`src/rtl/load_wb_arbiter.sv`:
```
// Load writeback arbiter: merges cache-hit and miss-refill load responses onto one
// registered writeback/commit port, hit first, with a starvation guard for refills.
module load_wb_arbiter #(
   parameter int XLEN         = 32,
   parameter int ROB_IDX_W    = 5,
   parameter int PRD_W        = 6,
   parameter int STARVE_LIMIT = 4
) (
   input  logic                 clk,
   input  logic                 rst,
   input  logic                 flush,
   input  logic                 h_valid,
   output logic                 h_ready,
   input  logic [ROB_IDX_W-1:0] h_rob_idx,
   input  logic [PRD_W-1:0]     h_prd,
   input  logic                 h_wen,
   input  logic [XLEN-1:0]      h_data,
   input  logic                 r_valid,
   output logic                 r_ready,
   input  logic [ROB_IDX_W-1:0] r_rob_idx,
   input  logic [PRD_W-1:0]     r_prd,
   input  logic                 r_wen,
   input  logic [XLEN-1:0]      r_data,
   input  logic                 r_err,
   output logic                 wb_valid,
   output logic [ROB_IDX_W-1:0] wb_rob_idx,
   output logic [PRD_W-1:0]     wb_prd,
   output logic [XLEN-1:0]      wb_data,
   output logic                 commit_valid,
   output logic [ROB_IDX_W-1:0] commit_rob_idx,
   output logic                 commit_err
);

   localparam logic [3:0] LIMIT = 4'(STARVE_LIMIT);

   logic [3:0]           r_starve_cnt;
   logic                 r_wb_valid;
   logic                 r_commit_valid;
   logic                 r_commit_err;
   logic [ROB_IDX_W-1:0] r_rob_idx_q;
   logic [PRD_W-1:0]     r_prd_q;
   logic [XLEN-1:0]      r_data_q;

   logic                 w_force_refill;
   logic                 w_h_grant;
   logic                 w_r_grant;
   logic [3:0]           w_starve_nxt;
   logic                 w_sel_wb;
   logic                 w_sel_err;
   logic [ROB_IDX_W-1:0] w_sel_rob;
   logic [PRD_W-1:0]     w_sel_prd;
   logic [XLEN-1:0]      w_sel_data;

   // Ready/grant decision; rst gates both readies so nothing transfers during reset.
   always_comb begin
      w_force_refill = (r_starve_cnt == LIMIT) && r_valid;
      h_ready        = !rst && !flush && !w_force_refill;
      r_ready        = !rst && !flush && (w_force_refill || !h_valid);
      w_h_grant      = h_valid && h_ready;
      w_r_grant      = r_valid && r_ready;
   end

   // Starvation counter next value: counts refill-waiting cycles, saturates at LIMIT.
   always_comb begin
      w_starve_nxt = 4'd0;
      if (flush || !r_valid || w_r_grant) begin
         w_starve_nxt = 4'd0;
      end else if (r_starve_cnt >= LIMIT) begin
         w_starve_nxt = LIMIT;
      end else begin
         w_starve_nxt = r_starve_cnt + 4'd1;
      end
   end

   // Payload mux of the granted source; a refill bus error suppresses the register write.
   always_comb begin
      w_sel_wb   = 1'b0;
      w_sel_err  = 1'b0;
      w_sel_rob  = h_rob_idx;
      w_sel_prd  = h_prd;
      w_sel_data = h_data;
      if (w_r_grant) begin
         w_sel_wb   = r_wen && !r_err;
         w_sel_err  = r_err;
         w_sel_rob  = r_rob_idx;
         w_sel_prd  = r_prd;
         w_sel_data = r_data;
      end else begin
         w_sel_wb   = h_wen;
         w_sel_err  = 1'b0;
      end
   end

   // Starvation counter register.
   always_ff @(posedge clk or posedge rst) begin
      if (rst) begin
         r_starve_cnt <= 4'd0;
      end else begin
         r_starve_cnt <= w_starve_nxt;
      end
   end

   // Output registers: valids pulse per grant, payload holds between grants.
   always_ff @(posedge clk or posedge rst) begin
      if (rst) begin
         r_wb_valid     <= 1'b0;
         r_commit_valid <= 1'b0;
         r_commit_err   <= 1'b0;
         r_rob_idx_q    <= '0;
         r_prd_q        <= '0;
         r_data_q       <= '0;
      end else if (w_h_grant || w_r_grant) begin
         r_wb_valid     <= w_sel_wb;
         r_commit_valid <= 1'b1;
         r_commit_err   <= w_sel_err;
         r_rob_idx_q    <= w_sel_rob;
         r_prd_q        <= w_sel_prd;
         r_data_q       <= w_sel_data;
      end else begin
         r_wb_valid     <= 1'b0;
         r_commit_valid <= 1'b0;
      end
   end

   assign wb_valid       = r_wb_valid;
   assign wb_rob_idx     = r_rob_idx_q;
   assign wb_prd         = r_prd_q;
   assign wb_data        = r_data_q;
   assign commit_valid   = r_commit_valid;
   assign commit_rob_idx = r_rob_idx_q;
   assign commit_err     = r_commit_err;

endmodule

```
`config.mk`:
```
export PLATFORM = sky130hd
export DESIGN_NAME = load_wb_arbiter
export DESIGN_NICKNAME = d
export VERILOG_FILES = /design/src/rtl/load_wb_arbiter.sv
export SDC_FILE = /design/constraint.sdc
export NUM_CORES = 1
export LEC_CHECK = 0
export CAP_MARGIN = 20
export CORE_UTILIZATION = 25
export DETAILED_ROUTE_END_ITERATION = 8
export GPL_TIMING_DRIVEN = 0
export PLACE_DENSITY = 0.66
export SLEW_MARGIN = 20
export SYNTH_ARGS = -nofsm -noshare
export SYNTH_HDL_FRONTEND = slang
export SYNTH_SLANG_ARGS = --single-unit
```
`constraint.sdc`:
```
create_clock -name clk -period 3.4 [get_ports clk]
set_input_delay 0.68 -clock clk [delete_from_list [all_inputs] [get_ports clk]]
set_output_delay 0.68 -clock clk [all_outputs]
set_load 0.1 [all_outputs]
```
# Word level (Yosys, flattened, before mapping)
# Index checks and enable logic that the tools add are counted.
# W data, S select, Z words.
# op_classes
reduce_logical	17
n_lt_le_gt_ge	1
n_eq_ne	1
add_sub_neg	1
mux	9
# op_table
op	n
$mux W32	1
$mux W4	2
$logic_and A1 B1 Y1	7
$logic_not A1 Y1	6
$mux W6	1
$mux W5	1
$add A4 B1 Y4 const B	1
$eq A4 B3 Y1 const B	1
$ge A4 B3 Y1 const B	1
$logic_or A1 B1 Y1	4
$mux W1	4
# word_totals
register_bits	50
out_inout_bits	53

# Logic depth before layout (Yosys ltp)
# logic_depth
ltp_word	7
ltp_mapped	7

# Least setup slack after synthesis
# OpenSTA, ideal clock, no wires.
# synth_path
kind	input to output
start	in rst
end	out r_ready
stages	5
path_buffers	3
arrival_time_ns	2.591
required_ns	2.720
path_slack_ns	0.129
cell_sequence	or2_1 buf_4 buf_6 buf_2 nor2_1
# synth_between
elab_chain_len	3
# synth_rtl
item	line	rtl
start: declaration	10	input logic rst,
$logic_not A1 Y1 (no line)	n/a	
$logic_and A1 B1 Y1 (2 in a row)	58	r_ready = !rst && !flush && (w_force_refill || !h_valid);
end: declaration	19	output logic r_ready,
# No other way between the ends.

# Final worst setup path
# layout_path
start	in rst
end	out h_ready
# layout_between
elab_chain_len	3
# layout_rtl
item	line	rtl
$logic_not A1 Y1 (no line)	n/a	
$logic_and A1 B1 Y1 (2 in a row)	57	h_ready = !rst && !flush && !w_force_refill;
end: declaration	13	output logic h_ready,
# No other way between the ends.

==> key figures <==
Status
  • Status: finished, final reports clean

CTS
  • Maximum level of the CTS H-tree: 2
  • Hold Buf Count CTS: 0
  • CTS root buf: clkbuf_16
  • Inserted Clock Buffers: 5
  • Clock sinks: 50
  • Worst-path clk slew: 0.06 ns
  • CTS tree: yes
  • Worst-Skew Late Latency: 0.28 ns
  • Max Buffers Root-to-Sink: 2

Critical path
  • CP cell instances: clkdlybuf4s50_1, nor2_4, buf_2, and2_1, clkdlybuf4s15_2
  • Critical path's top delay family: buffers and inverters
  • Critical path's slowest cell: clkdlybuf4s15_2
  • CP max stage delay: 0.55 ns
  • Worst Setup End Kind: output pin
  • Worst Path Buf+Inv: 3
  • CP Class: in -> out
  • Crit path launch type: input pin
  • Worst r2r src: r_starve_cnt[0]
  • Critical Path RT: 2.72 ns
  • R2r setup slk: 1.67 ns
  • CP Max Fanout: 10
  • CP arrival: 2.50 ns
  • Reg2reg end: wb_data[11]
  • Reg2reg path depth: 6

Floorplanning
  • Initial cell density of the core: 25.9%
  • Die area: 11700 um^2
  • Die Height: 108 um
  • Num rows: 38
  • Ports: 147
  • Die Width: 108 um
  • Std-Cell Core Area: 10900 um^2

Timing
  • Final Hold Violating Endpoints: 0
  • Layout Skew: 0.00373 ns
  • RSZ-0062 raised after global routing: false
  • Fin crit share: 93.6%
  • Slew @ Worst Pin: 1.00 ns
  • Final Max Slew Viols: 0
  • Final setup viols: 0
  • Setup ws final: 0.217 ns
  • Slew headroom: 32.8%
  • Max Freq: 0.314 GHz
  • Min Tclk post-route: 3.18 ns

Detailed routing
  • Initial DRC count: 90
  • Post-route DRC violation count: 0
  • First-pass DRT Iterations: 6
  • DR vias/cell: 4.80
  • Drt wl/cell: 15.9 um
  • WL final: 9.20 mm
  • Antenna Nets Post-Route: 0
  • Total number of vias: 2779

Cells and area
  • Non-filler cells, final: 579
  • Layout cells sized above 1: 18.2%
  • Multi-input logic area: 1340 um^2
  • Area delta synth->final: 63.3%
  • Most frequent cells in the layout: 144 x clkdlybuf4s50_1, 88 x nor2_1, 50 x dfrtp_1
  • Fillers: 1096
  • Register Area: 1250 um^2
  • Nets: 535
  • Most common cell after layout, fill and taps aside: clkdlybuf4s50_1
  • Ant diodes: 0

Global routing
  • Vias in the first global route: 2870
  • GRT overflow: 0
  • First-pass GRT wire length: 14.2 mm
  • Antenna violations before repair: 0
  • Total track usage: 15.5%
  • Largest net degree at the start of global routing: 27

Placed design
  • Post-DP HPWL: 6.79 mm
  • Placed instance count: 572
  • IO Port Bufs: 146
  • Post-placement worst setup slack: -0.533 ns
  • Routability cong.: 0.728

Worst hold path
  • Hold path endpoint: r_starve_cnt[0]
  • Hold Path Class: reg -> reg
  • Hold Crit Start: r_starve_cnt[0]
  • Hold path cells: 1

Yosys
  • Flops & latches, synth: 50
  • Post-synthesis cell count: 285
  • Warnings from Yosys: 0
  • Syn_area_per_cell: 9.92 um^2
  • Register area share after synthesis: 44.2%
  • Synth Cell Area: 2830 um^2
  • Mapped Nets: 381
  • Distinct cell type count after synthesis: 25

Run
  • Max-Cap Viols: 0

Power
  • P per Cell Area: 568 nW/um^2
  • Leakage power: 1.88 nW
  • Worst IR Drop VDD: 0.305 mV
[power breakdown]
group	leakage [nW]	total [W]	switching, W	internal [W]
logic	1.25	0.00139	0.00101	0.000389
clock network	0.0640	0.000482	0.000212	0.000270
registers	0.565	0.000748	0.0000602	0.000688
[kinds of logic (layout without fill, tap and decap cells)]
family | Yosys count | in the layout | share of synthesized area, %
other | 1 | 1 | 0.133
buffers and inverters | 38 | 192 | 8.50
flip-flops | 50 | 50 | 44.2
AO/OA/AOI/OAI | 90 | 90 | 30.6
adder cells (fa/ha/maj) | 2 | 2 | 0.885
AND/OR/NAND/NOR | 104 | 104 | 15.7
[registers in the layout (all words and copies together), names as in the netlist]
signal	count
wb_prd	6
wb_valid	1
r_starve_cnt	4
commit_rob_idx	5
wb_data	32
commit_err	1
commit_valid	1
[layer usage]
layer  up-vias  track usage [%]  share of wire, %
met5         -                0                 0
met4         0             3.57              0.72
met3         8             3.25               6.6
met2       105             26.8                48
met1      1340             19.8                45
li1       1326                -                 -
[final cells by class]
type,instances,share of cell area [%]
clock buffer,7,2.87
timing repair buffer,147,32.0
inverter,5,0.406
tap,140,3.79
buffer,33,4.80
multi-input combinational,197,29.0
sequential,50,27.1
[how the worst max path moves through the flow]
| stage | end | cells after the start | startpoint |
|---|---|---|---|
| 2_1_floorplan | r_ready | 5 | rst |
| 3_3_place_gp | h_ready | 5 | rst |
| 3_5_place_dp | h_ready | 5 | rst |
| 4_1_cts | h_ready | 5 | rst |
| 5_1_grt | r_ready | 7 | rst |
| 6_report | h_ready | 5 | rst |
[through the flow]
stage / cell area (um^2) / hold WS, ns / util (%) / power, W / setup TNS [ns]
2_1_floorplan: 2830 / 0.440 / - / 0.00176 / 0
3_3_place_gp: 4460 / 0.455 / 40.8 / 0.00214 / -0.982
3_5_place_dp: 4480 / 0.469 / 41.0 / 0.00216 / -1.01
4_1_cts: 4620 / 0.478 / 42.2 / 0.00265 / 0
5_1_grt: 4620 / 0.495 / 42.2 / 0.00273 / 0
6_report: 4620 / 0.471 / 42.2 / 0.00262 / 0
[synth_stat cells, drive strengths merged]
library cell / n / area, um^2
nor2: 89 / 337
a221oi: 43 / 621
a32o: 1 / 10.0
dfrtp: 50 / 1250
ha: 2 / 25.0
clkbuf: 5 / 18.8
conb: 1 / 3.75
nand2: 3 / 11.3
nand3: 1 / 5.00
nor4b: 1 / 8.76
and2: 2 / 15.0
a21oi: 45 / 225
nor3: 3 / 15.0
nand4b: 1 / 23.8
buf: 28 / 203
or2: 2 / 12.5
a211o: 1 / 8.76
inv: 5 / 18.8
or2b: 2 / 15.0
[timing repair]
item | CTS | global route
hold endpoints to repair | 0 | 0
buffers inserted | 0 | 0
endpoints found under the setup margin | 2 | 2
resized for setup | 6 | 3
Note: power is estimated with default switching activity, not from simulation.
